===== config.mk =====
export PLATFORM = sky130hd
export DESIGN_NAME = led_show_scheduler
export DESIGN_NICKNAME = d
export VERILOG_FILES = /design/src/rtl/led_pkg.sv /design/src/rtl/led_tick_gen.sv /design/src/rtl/led_show_scheduler.sv
export SDC_FILE = /design/constraint.sdc
export NUM_CORES = 1
export LEC_CHECK = 0
export ABC_CLOCK_PERIOD_IN_PS = 4870
export BUFFER_PORTS_ARGS = -buffer_cell sky130_fd_sc_hd__buf_2
export CORE_MARGIN = 2
export CORE_UTILIZATION = 50
export CTS_CLUSTER_DIAMETER = 30
export DETAILED_ROUTE_END_ITERATION = 16
export HOLD_SLACK_MARGIN = 0.03
export PLACE_DENSITY = 0.78
export SYNTH_ARGS = -nofsm -noshare
export SYNTH_HDL_FRONTEND = slang
export SYNTH_HIERARCHICAL = 1
export SYNTH_SLANG_ARGS = --single-unit
export TNS_END_PERCENT = 5

===== constraint.sdc =====
create_clock -name clk -period 4.87 [get_ports clk]
set_input_delay 0.7305 -clock clk [delete_from_list [all_inputs] [get_ports clk]]
set_output_delay 0.7305 -clock clk [all_outputs]
set_load 0.05 [all_outputs]

===== src/rtl/led_pkg.sv =====
`default_nettype none
// ============================================================================
//  Module      : led_pkg
//  Description : Shared types and constants for the LED show scheduler:
//                FSM state encoding, playlist geometry and entry layout.
//  Revision    : 1.0 - initial release
// ============================================================================
package led_pkg;

    localparam int N_SLOTS = 4;
    localparam int SLOT_W  = 2;
    localparam int MODE_W  = 2;
    localparam int DWELL_W = 8;
    // One extra bit so a stored dwell of 0 can be loaded as 256 ticks.
    localparam int DCNT_W  = DWELL_W + 1;

    typedef enum logic [1:0] {
        ST_IDLE       = 2'd0,
        ST_PLAY       = 2'd1,
        ST_WAIT_FRAME = 2'd2,
        ST_OVERRIDE   = 2'd3
    } state_t;

    typedef struct packed {
        logic [MODE_W-1:0]  mode;
        logic [DWELL_W-1:0] dwell;
    } entry_t;

    // Stored dwell of 0 means the full 256-tick dwell.
    function automatic logic [DCNT_W-1:0] dwell_load(input logic [DWELL_W-1:0] d);
        return (d == '0) ? DCNT_W'(256) : DCNT_W'(d);
    endfunction

endpackage : led_pkg
`default_nettype wire


===== src/rtl/led_tick_gen.sv =====
`default_nettype none
// ============================================================================
//  Module      : led_tick_gen
//  Description : Prescaler counting 0..TICK_DIV-1 while enabled; emits a
//                one-cycle tick on the terminal count. clr forces it to 0.
//  Revision    : 1.0 - initial release
// ============================================================================
module led_tick_gen #(
    parameter int TICK_DIV = 50000
) (
    input  logic clk,
    input  logic rst,
    input  logic clr,
    input  logic en,
    output logic tick
);

    localparam int CNT_W = (TICK_DIV > 2) ? $clog2(TICK_DIV) : 1;

    logic [CNT_W-1:0] count_q;
    logic [CNT_W-1:0] count_d;

    assign tick = en && !clr && (count_q == CNT_W'(TICK_DIV - 1));

    // Next prescaler value: clear wins, wrap on terminal count.
    always_comb begin
        count_d = count_q;
        if (clr) begin
            count_d = '0;
        end else if (en) begin
            count_d = tick ? '0 : count_q + CNT_W'(1);
        end
    end

    // Prescaler register.
    always_ff @(posedge clk) begin
        if (rst) begin
            count_q <= '0;
        end else begin
            count_q <= count_d;
        end
    end

endmodule : led_tick_gen
`default_nettype wire


===== src/rtl/led_show_scheduler.sv =====
`default_nettype none
// ============================================================================
//  Module      : led_show_scheduler
//  Description : Steps a 4-slot playlist of animation modes, switching only
//                at animation frame boundaries, with a manual override path
//                and a one-cycle restart pulse to the animation core.
//  Revision    : 1.0 - initial release
// ============================================================================
module led_show_scheduler
    import led_pkg::*;
#(
    parameter int          TICK_DIV  = 50000,
    parameter logic [7:0]  DWELL_RST = 8'd16
) (
    input  logic              clk,
    input  logic              rst,
    input  logic              run,
    input  logic              frame_done,
    input  logic              cfg_we,
    input  logic [SLOT_W-1:0] cfg_addr,
    input  logic [MODE_W-1:0] cfg_mode,
    input  logic [DWELL_W-1:0] cfg_dwell,
    input  logic              ovr_req,
    input  logic [MODE_W-1:0] ovr_mode,
    output logic [MODE_W-1:0] mode,
    output logic              anim_rst,
    output logic [SLOT_W-1:0] slot,
    output logic              ovr_ack
);

    state_t              state_q,    state_d;
    logic [MODE_W-1:0]   mode_q,     mode_d;
    logic [SLOT_W-1:0]   slot_q,     slot_d;
    logic [DCNT_W-1:0]   dwell_q,    dwell_d;
    logic                anim_rst_q, anim_rst_d;
    logic                ovr_ack_q,  ovr_ack_d;
    entry_t              playlist_q [N_SLOTS];
    entry_t              playlist_d [N_SLOTS];

    logic                anim_req;
    logic                tick_clr;
    logic                tick_en;
    logic                tick;
    logic [SLOT_W-1:0]   next_slot;
    entry_t              cur_entry;
    entry_t              next_entry;

    assign next_slot  = slot_q + SLOT_W'(1);
    assign cur_entry  = playlist_q[slot_q];
    assign next_entry = playlist_q[next_slot];

    led_tick_gen #(
        .TICK_DIV (TICK_DIV)
    ) u_tick_gen (
        .clk  (clk),
        .rst  (rst),
        .clr  (tick_clr),
        .en   (tick_en),
        .tick (tick)
    );

    // Playlist write port; reads elsewhere see the old entry until the next edge.
    always_comb begin
        for (int i = 0; i < N_SLOTS; i++) begin
            playlist_d[i] = playlist_q[i];
        end
        if (cfg_we) begin
            playlist_d[cfg_addr] = '{mode: cfg_mode, dwell: cfg_dwell};
        end
    end

    // Scheduler FSM: next state, mode/slot/dwell updates and restart request.
    always_comb begin
        state_d  = state_q;
        mode_d   = mode_q;
        slot_d   = slot_q;
        dwell_d  = dwell_q;
        anim_req = 1'b0;
        tick_clr = 1'b1;
        tick_en  = 1'b0;

        unique case (state_q)
            ST_IDLE: begin
                if (ovr_req) begin
                    state_d  = ST_OVERRIDE;
                    mode_d   = ovr_mode;
                    anim_req = 1'b1;
                end else if (run) begin
                    state_d = ST_PLAY;
                    dwell_d = dwell_load(cur_entry.dwell);
                end
            end

            ST_PLAY: begin
                if (!run) begin
                    state_d = ST_IDLE;
                end else if (frame_done && ovr_req) begin
                    // Override takes the frame boundary even if dwell expires now.
                    state_d  = ST_OVERRIDE;
                    mode_d   = ovr_mode;
                    anim_req = 1'b1;
                end else begin
                    tick_clr = 1'b0;
                    tick_en  = 1'b1;
                    if (tick) begin
                        dwell_d = dwell_q - DCNT_W'(1);
                        if (dwell_q == DCNT_W'(1)) begin
                            state_d = ST_WAIT_FRAME;
                        end
                    end
                end
            end

            ST_WAIT_FRAME: begin
                if (!run) begin
                    state_d = ST_IDLE;
                end else if (frame_done) begin
                    anim_req = 1'b1;
                    if (ovr_req) begin
                        state_d = ST_OVERRIDE;
                        mode_d  = ovr_mode;
                    end else begin
                        state_d = ST_PLAY;
                        slot_d  = next_slot;
                        mode_d  = next_entry.mode;
                        dwell_d = dwell_load(next_entry.dwell);
                    end
                end
            end

            ST_OVERRIDE: begin
                if (!ovr_req) begin
                    state_d  = run ? ST_PLAY : ST_IDLE;
                    mode_d   = cur_entry.mode;
                    dwell_d  = dwell_load(cur_entry.dwell);
                    anim_req = 1'b1;
                end else begin
                    mode_d   = ovr_mode;
                    anim_req = (ovr_mode != mode_q);
                end
            end

            default: begin
                state_d = ST_IDLE;
            end
        endcase

        // Back-to-back restarts only when the mode really changes again.
        anim_rst_d = anim_req && !(anim_rst_q && (mode_d == mode_q));
        ovr_ack_d  = (state_d == ST_OVERRIDE);
    end

    // State and playlist registers; reset dominates any concurrent write.
    always_ff @(posedge clk) begin
        if (rst) begin
            state_q    <= ST_IDLE;
            mode_q     <= '0;
            slot_q     <= '0;
            dwell_q    <= '0;
            anim_rst_q <= 1'b0;
            ovr_ack_q  <= 1'b0;
            for (int i = 0; i < N_SLOTS; i++) begin
                playlist_q[i] <= '{mode: MODE_W'(i), dwell: DWELL_RST};
            end
        end else begin
            state_q    <= state_d;
            mode_q     <= mode_d;
            slot_q     <= slot_d;
            dwell_q    <= dwell_d;
            anim_rst_q <= anim_rst_d;
            ovr_ack_q  <= ovr_ack_d;
            for (int i = 0; i < N_SLOTS; i++) begin
                playlist_q[i] <= playlist_d[i];
            end
        end
    end

    assign mode     = mode_q;
    assign anim_rst = anim_rst_q;
    assign slot     = slot_q;
    assign ovr_ack  = ovr_ack_q;

endmodule : led_show_scheduler
`default_nettype wire


Yosys cells after proc, flatten, opt, wreduce, memory -nomap -nowiden:

Memories as Yosys holds them, arrays and structs flattened. A register that Yosys moved wholly into a read port is not among the register bits.
Cells that the tools add are included.

* add/subtract/negate cells: 3
* order comparisons: 2
* equal/unequal tests: 17
* multiplexer cells: 58
* bitwise gates (word level): 6
* reduce and logical (&&, ||, !) cells: 14

Operator list (number)
* 2-to-1 mux 9 bit: 11
* 2-to-1 mux 10 bit: 5
* bitwise mux 40 bit: 1
* 2-to-1 mux 40 bit: 1
* 2-to-1 mux 2 bit: 19
* one-hot mux 9 bit (4 select lines): 1
* demux 10 bit (select 2 bit): 1
* adder 16 x 1 -> 16 bit (second input constant): 1
* equality test 16 bit (second input constant): 1
* zero test 8 bit: 2
* 2-to-1 mux 16 bit: 1
* inequality test 2 bit (second input constant): 8
* one-hot mux 2 bit (4 select lines): 2
* 2-to-1 mux 1 bit: 15
* equality test 9 x 1 -> 1 bit (second input constant): 1
* AND reduction 9 bit: 1
* subtractor 9 x 1 -> 9 bit (second input constant): 1
* equality test 2 bit (second input constant): 3
* logical AND 1 bit: 6
* bitwise OR 1 bit: 4
* one-hot mux 1 bit (4 select lines): 1
* AND reduction 4 bit: 1
* >= comparator 3 bit (second input constant): 1
* less-than comparator 3 x 1 -> 1 bit (second input constant): 1
* other kinds (10): 11

* flip-flop bits (word level): 33
* memory bits (writable): 40
* word-level logic and storage cells: 108
* memories: 1

Memory list
* playlist_q: words 4, width 10, rd ports 6, clocked after memory_dff 1, wr ports 4, line led_show_scheduler.sv:37 `entry_t playlist_q [N_SLOTS];`

Depth between registers and ports, before layout:

Gate-level depths: netlist (run 1).

* depth after elaboration: 12
* depth in mapped cells: 14
* depth with buffers taken out: 13

Modules after synthesis:

Netlist (run 1), hierarchy kept.

By module, submodules not included
* led_show_scheduler: instances 1, cells each 377, area each 3352.0 µm²
* led_tick_gen: instances 1, cells each 83, area each 775.7 µm²

Worst setup path after synthesis (run 1):

No wires, ideal clock.

* path type: input to register
* start point: in ovr_req
* end point: reg dwell_q[8]
* library setup time: 0.128 ns
* arrival time: 2.837 ns
* data required time: 4.742 ns
* setup slack: 1.906 ns
* stages: 12
* path through: buf_2 -> clkbuf_1 -> nand2_1 -> nand3_1 -> inv_1 -> and4_2 -> nand4_1 -> nor2_1 -> a32oi_1 -> clkbuf_1 -> nor2b_1 -> nor3_1

* longest elaborated chain between the ends: 9
* elaborated cells on any way between the ends: 16
* classes of those cells: 5 x eq/ne; 6 x mux; 5 x reduce/logical

RTL lines
* start, declared: line led_show_scheduler.sv:23 `input logic ovr_req,`
* logical AND 1 bit: line led_show_scheduler.sv:97 `end else if (frame_done && ovr_req) begin`
* 2-to-1 mux 1 bit: line led_show_scheduler.sv:97
* 2-to-1 mux 1 bit: line led_show_scheduler.sv:95 `if (!run) begin`
* 2-to-1 mux 1 bit: line led_show_scheduler.sv:82 `unique case (state_q)`
* named net tick_clr: line led_show_scheduler.sv:41 `logic tick_clr;`
* zero test 1 bit: line led_tick_gen.sv:23 `assign tick = en && !clr && (count_q == CNT_W'(TICK_DIV - 1));`
* logical AND 1 bit (2 in a row): line led_tick_gen.sv:23
* named net tick: line led_show_scheduler.sv:43 `logic tick;`
* inequality test 2 x 1 -> 1 bit (no source line)
* AND reduction 9 bit (no source line)
* end signal, assigned: line led_show_scheduler.sv:169 `dwell_q <= dwell_d;`
* end, declared: line led_show_scheduler.sv:34 `logic [DCNT_W-1:0] dwell_q, dwell_d;`

The timed path passes the listed nets, and every way through them passes these cells.
A chain may end at the register's enable or synchronous reset.

Final worst setup path (run 1):

* start point: reg state_q[1]
* end point: reg ovr_ack_q (netlist: ovr_ack)

* longest elaborated chain between the ends: 10
* elaborated cells on any way between the ends: 20
* classes of those cells: 4 x eq/ne; 12 x mux; 4 x reduce/logical

RTL lines
* start, declared: line led_show_scheduler.sv:31 `state_t state_q, state_d;`
* start signal, assigned: line led_show_scheduler.sv:166 `state_q <= state_d;`
* equality test 2 x 1 -> 1 bit: line led_show_scheduler.sv:82
* 2-to-1 mux 1 bit: line led_show_scheduler.sv:82
* named net tick_clr: line led_show_scheduler.sv:41
* zero test 1 bit: line led_tick_gen.sv:23
* logical AND 1 bit (2 in a row): line led_tick_gen.sv:23
* named net tick: line led_show_scheduler.sv:43
* 2-to-1 mux 2 bit: line led_show_scheduler.sv:105 `if (tick) begin`
* 2-to-1 mux 2 bit: line led_show_scheduler.sv:97
* 2-to-1 mux 2 bit: line led_show_scheduler.sv:95
* one-hot mux 2 bit (4 select lines): line led_show_scheduler.sv:82
* equality test 2 bit: line led_show_scheduler.sv:150 `ovr_ack_d = (state_d == ST_OVERRIDE);`
* end signal, assigned: line led_show_scheduler.sv:171 `ovr_ack_q <= ovr_ack_d;`
* end, declared: line led_show_scheduler.sv:36 `logic ovr_ack_q, ovr_ack_d;`

The timed path passes the listed nets, and every way through them passes these cells.

==> flow_summary.ini, run 1 <==
[global_routing]
antenna_found_initial = 0
grt-ovfl-total = 0
grt_use_total = 0.206
grt_pass1_vias = 3114
grt_pass1_wl_mm = 14.6
grt_max_degree = 60

[cts]
cts_tree = yes
numCtsBuffers = 9
holdBufCountCts = 0
post_cts_buffers = 0
clkTransAtPathRegs_ns = 0.09
cts.repair.resized = 0
clock_latency_ns = 0.36
ctsRootBufferMaster = clkbuf_8
h-tree-depth = 3
clock-sinks = 75
clock_path_buffers = 2

[yosys]
synth_top_cell_by_area = dfxtp_1
synth_edf_count = 0
netlist_area_um2 = 4130
synth_cell_types = 57
synth_area_leaders = dfxtp_1 (36%), mux4_2 (11%), nand2_1 (5.9%), mux2i_1 (4.8%), nor2_1 (4.7%)
synth.avg_cell_area_um2 = 8.97
synth_top_cell_area_share = 0.364
ys_warn_count = 6
yosysSeqAreaShare = 0.364
synth-main-ff-cell = dfxtp_1
ys_seq_elements = 75
syn_inst = 460
synthArstFlopShare = 0
syn-num-nets = 488

[sta]
setup_ws_ns = 1.76
clock-skew-final_ns = 0.0119
fin_hold_ws_ns = 0.472
max_freq_ghz = 0.322
slew_headroom = 0.249
finalCriticalPeriod_ns = 3.11
fin_crit_sh = 0.638
slew_violations = 0
report.final.setup_viol = 0
finalHoldViolations = 0
rsz0062_at_grt = false
setup-tns-final_ns = 0
worst_pin_slew_ns = 1.12

[critical_path]
path_cells = inv_1 > ha_1 > nand3_1 > inv_1 > and4_2 > nand4_1 > nor2_1 > nand3b_1 > nor4_1 > a221oi_1 > o21ai_1 > and3b_1 > nor2b_1
startpoint = state_q[1]
worstPathRequired_ns = 5.17
worst-path-buf-inv = 2
endpoint_kind = register
start_kind = register
timing_worst_setup_path_type = reg -> reg
worst_ep_arrival_time_ns = 3.41
cp_top_family = simple AND/OR/NAND/NOR gates
cpMostUsedCell = inv_1
worstReg2RegStart = state_q[1]
r2r_end = ovr_ack
crit_fanout = 15
max_stage_delay_ns = 0.53
ff2ff_setup_slack_ns = 1.76
slowest_stage = ha_1
worstRegToRegCells = 13

[power_and_ir_drop]
power_density_nw_per_um2 = 381
power.leakage_nw = 1.65
vdd_drop_max_mv = 0.255

[floorplan]
ios = 26
num_rows = 33
die_w_um = 94.9
coreArea_um2 = 8090
start_util = 0.510
die_height_um = 94.9
dieArea_um2 = 9000

[placement]
post-place-ws_ns = 1.89
port_buffers = 25
gp_congestion = 0.886
place_hpwl_mm = 6.16

[routing]
wl_per_cell_um = 15.4
vias = 3382
via_per_inst = 5.85
drt-initial-drc-count = 168
drc = 0
drt_pre_antenna_iters = 6
ant_nets = 0
drt_wl_total_mm = 8.88

[layout]
final_cell_mix = dfxtp_1 (75), nand2_1 (65), nor2_1 (52)
final_common_cell = dfxtp_1
fillCellCount = 728
diodes = 0
nets = 496
final_util = 0.548
syn2layout_area_growth_pct = 7.49
drive_gt1_frac = 0.152

[worst_hold_path]
hold_class = reg -> reg
min_to = playlist_q[3][3]
min_from = playlist_q[3][3]
hold_depth = 2

[run_status]
status = finished, final reports clean

[flow_run]
maxCapViolations = 0
## sequential cells by signal, indices dropped and copies added, names as in the netlist, named ones only
register            count
ovr_ack                 1
mode                    2
dwell_q                 9
u_tick_gen/count_q     16
slot                    2
anim_rst                1
playlist_q             40
state_q                 2
## cells by family (layout without fill, tap and decap cells)
family,count (synthesis),count (layout),synth area share
AO/OA/AOI/OAI,81,81,0.132
flip-flops,75,75,0.364
AND/OR/NAND/NOR,188,188,0.223
buffers and inverters,43,56,0.0467
multiplexers,40,40,0.158
XOR/XNOR,25,25,0.0530
adder cells (fa/ha/maj),8,8,0.0243
## through the flow
step	power (W)	instances	cell area [µm²]
after global placement	0.00124	562	4260
after floorplan	0.00114	460	4130
after global routing	0.00179	578	4440
after CTS	0.00169	578	4440
final	0.00169	578	4440
after detailed placement	0.00125	562	4260
## report_power, final
part           switching [W]  leakage (nW)  internal [W]
Sequential         0.0000559         0.610      0.000661
Combinational       0.000302         0.949      0.000226
Clock               0.000255        0.0910      0.000192
Total               0.000613          1.65       0.00108
## final cells by class
type / instances / area (µm²) / share of cell area
Clock inverter: 7 / 56.3 / 0.0127
Tap cell: 105 / 131 / 0.0296
Inverter: 14 / 52.6 / 0.0118
Timing Repair Buffer: 26 / 133 / 0.0299
Multi-Input combinational cell: 342 / 2440 / 0.550
Clock buffer: 9 / 124 / 0.0279
Sequential cell: 75 / 1500 / 0.338
## routing by layer
layer | vias to the layer above | part of all wire | track usage
met5 | - | 0 | 0
met4 | 0 | 0.013 | 0.0664
met3 | 10 | 0.054 | 0.0415
met2 | 95 | 0.46 | 0.335
met1 | 1622 | 0.47 | 0.277
li1 | 1655 | - | -
## worst register-to-register path, cell delays in order (launching register included)
cell and delay (ns):
dfxtp_1 0.34, inv_1 0.14, ha_1 0.53, nand3_1 0.25, inv_1 0.22, and4_2 0.27
nand4_1 0.11, nor2_1 0.17, nand3b_1 0.10, nor4_1 0.34, a221oi_1 0.15, o21ai_1 0.14
and3b_1 0.16, nor2b_1 0.12
## cell usage after synthesis (all sizes together), types with 2 or more instances
library cell  number
xor2              16
nor2b              8
nand3              9
a22oi              5
nor2              52
inv               14
or4                2
nand3b             7
a21oi             29
nor4b              2
a211oi             2
a2111oi            4
xnor2              9
or2                2
mux4              20
or3                6
nand4              7
and4               4
dfxtp             75
and2               5
o22ai              3
mux2i             20
o21ai             13
nor3               5
o311a              2
and3               4
nand2             65
buf               11
clkbuf            18
a211o             10
ha                 8
nor4               6
a2bb2oi            2
a21o               2
## worst max path at each step
stage | endpoint | depth (start not counted)
6_report | ovr_ack | 13
5_1_grt | ovr_ack | 13
4_1_cts | ovr_ack | 13
3_5_place_dp | ovr_ack | 13
3_3_place_gp | ovr_ack | 13
2_1_floorplan | dwell_q[8] | 12
Power figures use the tool's default switching activity.
==> inputs of run 2 (changes only) <==
--- a/config.mk
+++ b/config.mk
@@ -5,7 +5,7 @@
 export SDC_FILE = /design/constraint.sdc
 export NUM_CORES = 1
 export LEC_CHECK = 0
-export ABC_CLOCK_PERIOD_IN_PS = 4870
+export ABC_CLOCK_PERIOD_IN_PS = 2900
 export BUFFER_PORTS_ARGS = -buffer_cell sky130_fd_sc_hd__buf_2
 export CORE_MARGIN = 2
 export CORE_UTILIZATION = 50
==> constraint.sdc (replaced) <==
create_clock -name clk -period 2.9 [get_ports clk]
set_input_delay 0.435 -clock clk [delete_from_list [all_inputs] [get_ports clk]]
set_output_delay 0.435 -clock clk [all_outputs]
set_load 0.05 [all_outputs]
==> flow_summary.ini, run 2 (synthesized netlist as in run 1, its figures left out) <==
[run_status]
status = finished, final reports clean

[routing]
via_per_inst = 5.85
wl_per_cell_um = 15.6
drt_wl_total_mm = 9.15
drt_pre_antenna_iters = 5
routed.top_layer = met4
met2_length_mm = 4.38
vias = 3420
drc = 0
wl_met1_mm = 4.30
ant_nets = 0
met3WireLength_um = 391
drt-initial-drc-count = 212

[flow_run]
maxCapViolations = 0

[floorplan]
num_rows = 33
ios = 26
die_height_um = 94.9
coreArea_um2 = 8090
dieArea_um2 = 9000
start_util = 0.510
die_w_um = 94.9

[layout]
final_util = 0.557
diodes = 0
final_cell_mix = dfxtp_1 (75), nand2_1 (65), nor2_1 (52)
largest_reg_flops = 40
reg_top3 = playlist_q: 40 flops, u_tick_gen/count_q: 16 flops, dwell_q: 9 flops
drive_gt1_frac = 0.165
syn2layout_area_growth_pct = 9.21
largest_register = playlist_q
final_common_cell = dfxtp_1
nets = 503

[global_routing]
grt_use_total = 0.220
grt_pass1_vias = 3245
grt_max_degree = 35
antenna_found_initial = 0
grt_pass1_wl_mm = 15.5
grt-ovfl-total = 0

[cts]
clock_latency_ns = 0.36
cts.repair.resized = 0
holdBufCountCts = 0
clkTransAtPathRegs_ns = 0.09
numCtsBuffers = 9
clock-sinks = 75
cts_tree = yes
clock_path_buffers = 2
h-tree-depth = 3
post_cts_buffers = 0
ctsRootBufferMaster = clkbuf_8

[critical_path]
startpoint = state_q[1]
endpoint_kind = register
worstReg2RegStart = state_q[1]
start_kind = register
timing_worst_setup_path_type = reg -> reg
worst_ep_arrival_time_ns = 2.87
worstPathRequired_ns = 3.20
worstRegToRegCells = 13
r2r_end = ovr_ack
ff2ff_setup_slack_ns = 0.32
crit_fanout = 6

[sta]
setup-tns-final_ns = 0
max_freq_ghz = 0.388
finalHoldViolations = 0
clock-skew-final_ns = 0.0101
worst_pin_slew_ns = 0.787
setup_ws_ns = 0.322
fin_hold_ws_ns = 0.335
slew_violations = 0
slew_headroom = 0.474
fin_crit_sh = 0.889
rsz0062_at_grt = false
finalCriticalPeriod_ns = 2.58
report.final.setup_viol = 0

[worst_hold_path]
hold_depth = 3
min_to = playlist_q[1][8]
min_from = cfg_mode[0]
hold_class = in -> reg

[placement]
place_hpwl_mm = 6.44
post-place-ws_ns = 0.321
port_buffers = 25
gp_congestion = 0.882

[power_and_ir_drop]
power_density_nw_per_um2 = 649
vdd_drop_max_mv = 0.354
power.leakage_nw = 1.70
run 2: power breakdown:
part	switching [W]	internal, W	total [W]
clock	0.000418	0.000405	0.000823
combinational	0.000520	0.000385	0.000905
sequential	0.0000867	0.00111	0.00120
total	0.00102	0.00190	0.00292
run 2: final cells by class:
class                           instances  area [µm²]
Fill cell                             745        3580
Multi-Input combinational cell        342        2440
Sequential cell                        75        1500
Timing Repair Buffer                   33         185
Tap cell                              105         131
Clock buffer                            9         124
Clock inverter                          7        75.1
Inverter                               14        52.6
run 2: layer usage:
layer / up-vias / global-route usage
li1: 1674 / -
met1: 1666 / 0.293
met2: 73 / 0.358
met3: 7 / 0.0519
met4: 0 / 0.0616
met5: - / 0
run 2: stage by stage:
stage	instance area [µm²]	total power, W	cells
4_1_cts	4510	0.00294	585
3_5_place_dp	4310	0.00211	569
6_report	4510	0.00292	585
2_1_floorplan	4130	0.00192	460
5_1_grt	4510	0.00311	585
3_3_place_gp	4310	0.00209	569
run 2: worst max-delay path by stage:
| stage | to | slack (ns) | cells after the start |
|---|---|---|---|
| 6_report | ovr_ack | 0.32 | 13 |
| 5_1_grt | ovr_ack | 0.07 | 13 |
| 4_1_cts | ovr_ack | 0.36 | 13 |
| 3_5_place_dp | ovr_ack | 0.32 | 13 |
| 3_3_place_gp | ovr_ack | 0.41 | 13 |
| 2_1_floorplan | dwell_q[8] | 0.23 | 12 |
run 2: worst max-delay path: stages (launching register included):
cell and delay (ns):
dfxtp_1 0.35, inv_1 0.17, ha_1 0.20, nand3_1 0.12
inv_1 0.18, and4_2 0.26, nand4_1 0.11, nor2_1 0.17
nand3b_1 0.10, nor4_1 0.28, a221oi_1 0.14, o21ai_1 0.14
and3b_1 0.17, nor2b_1 0.12
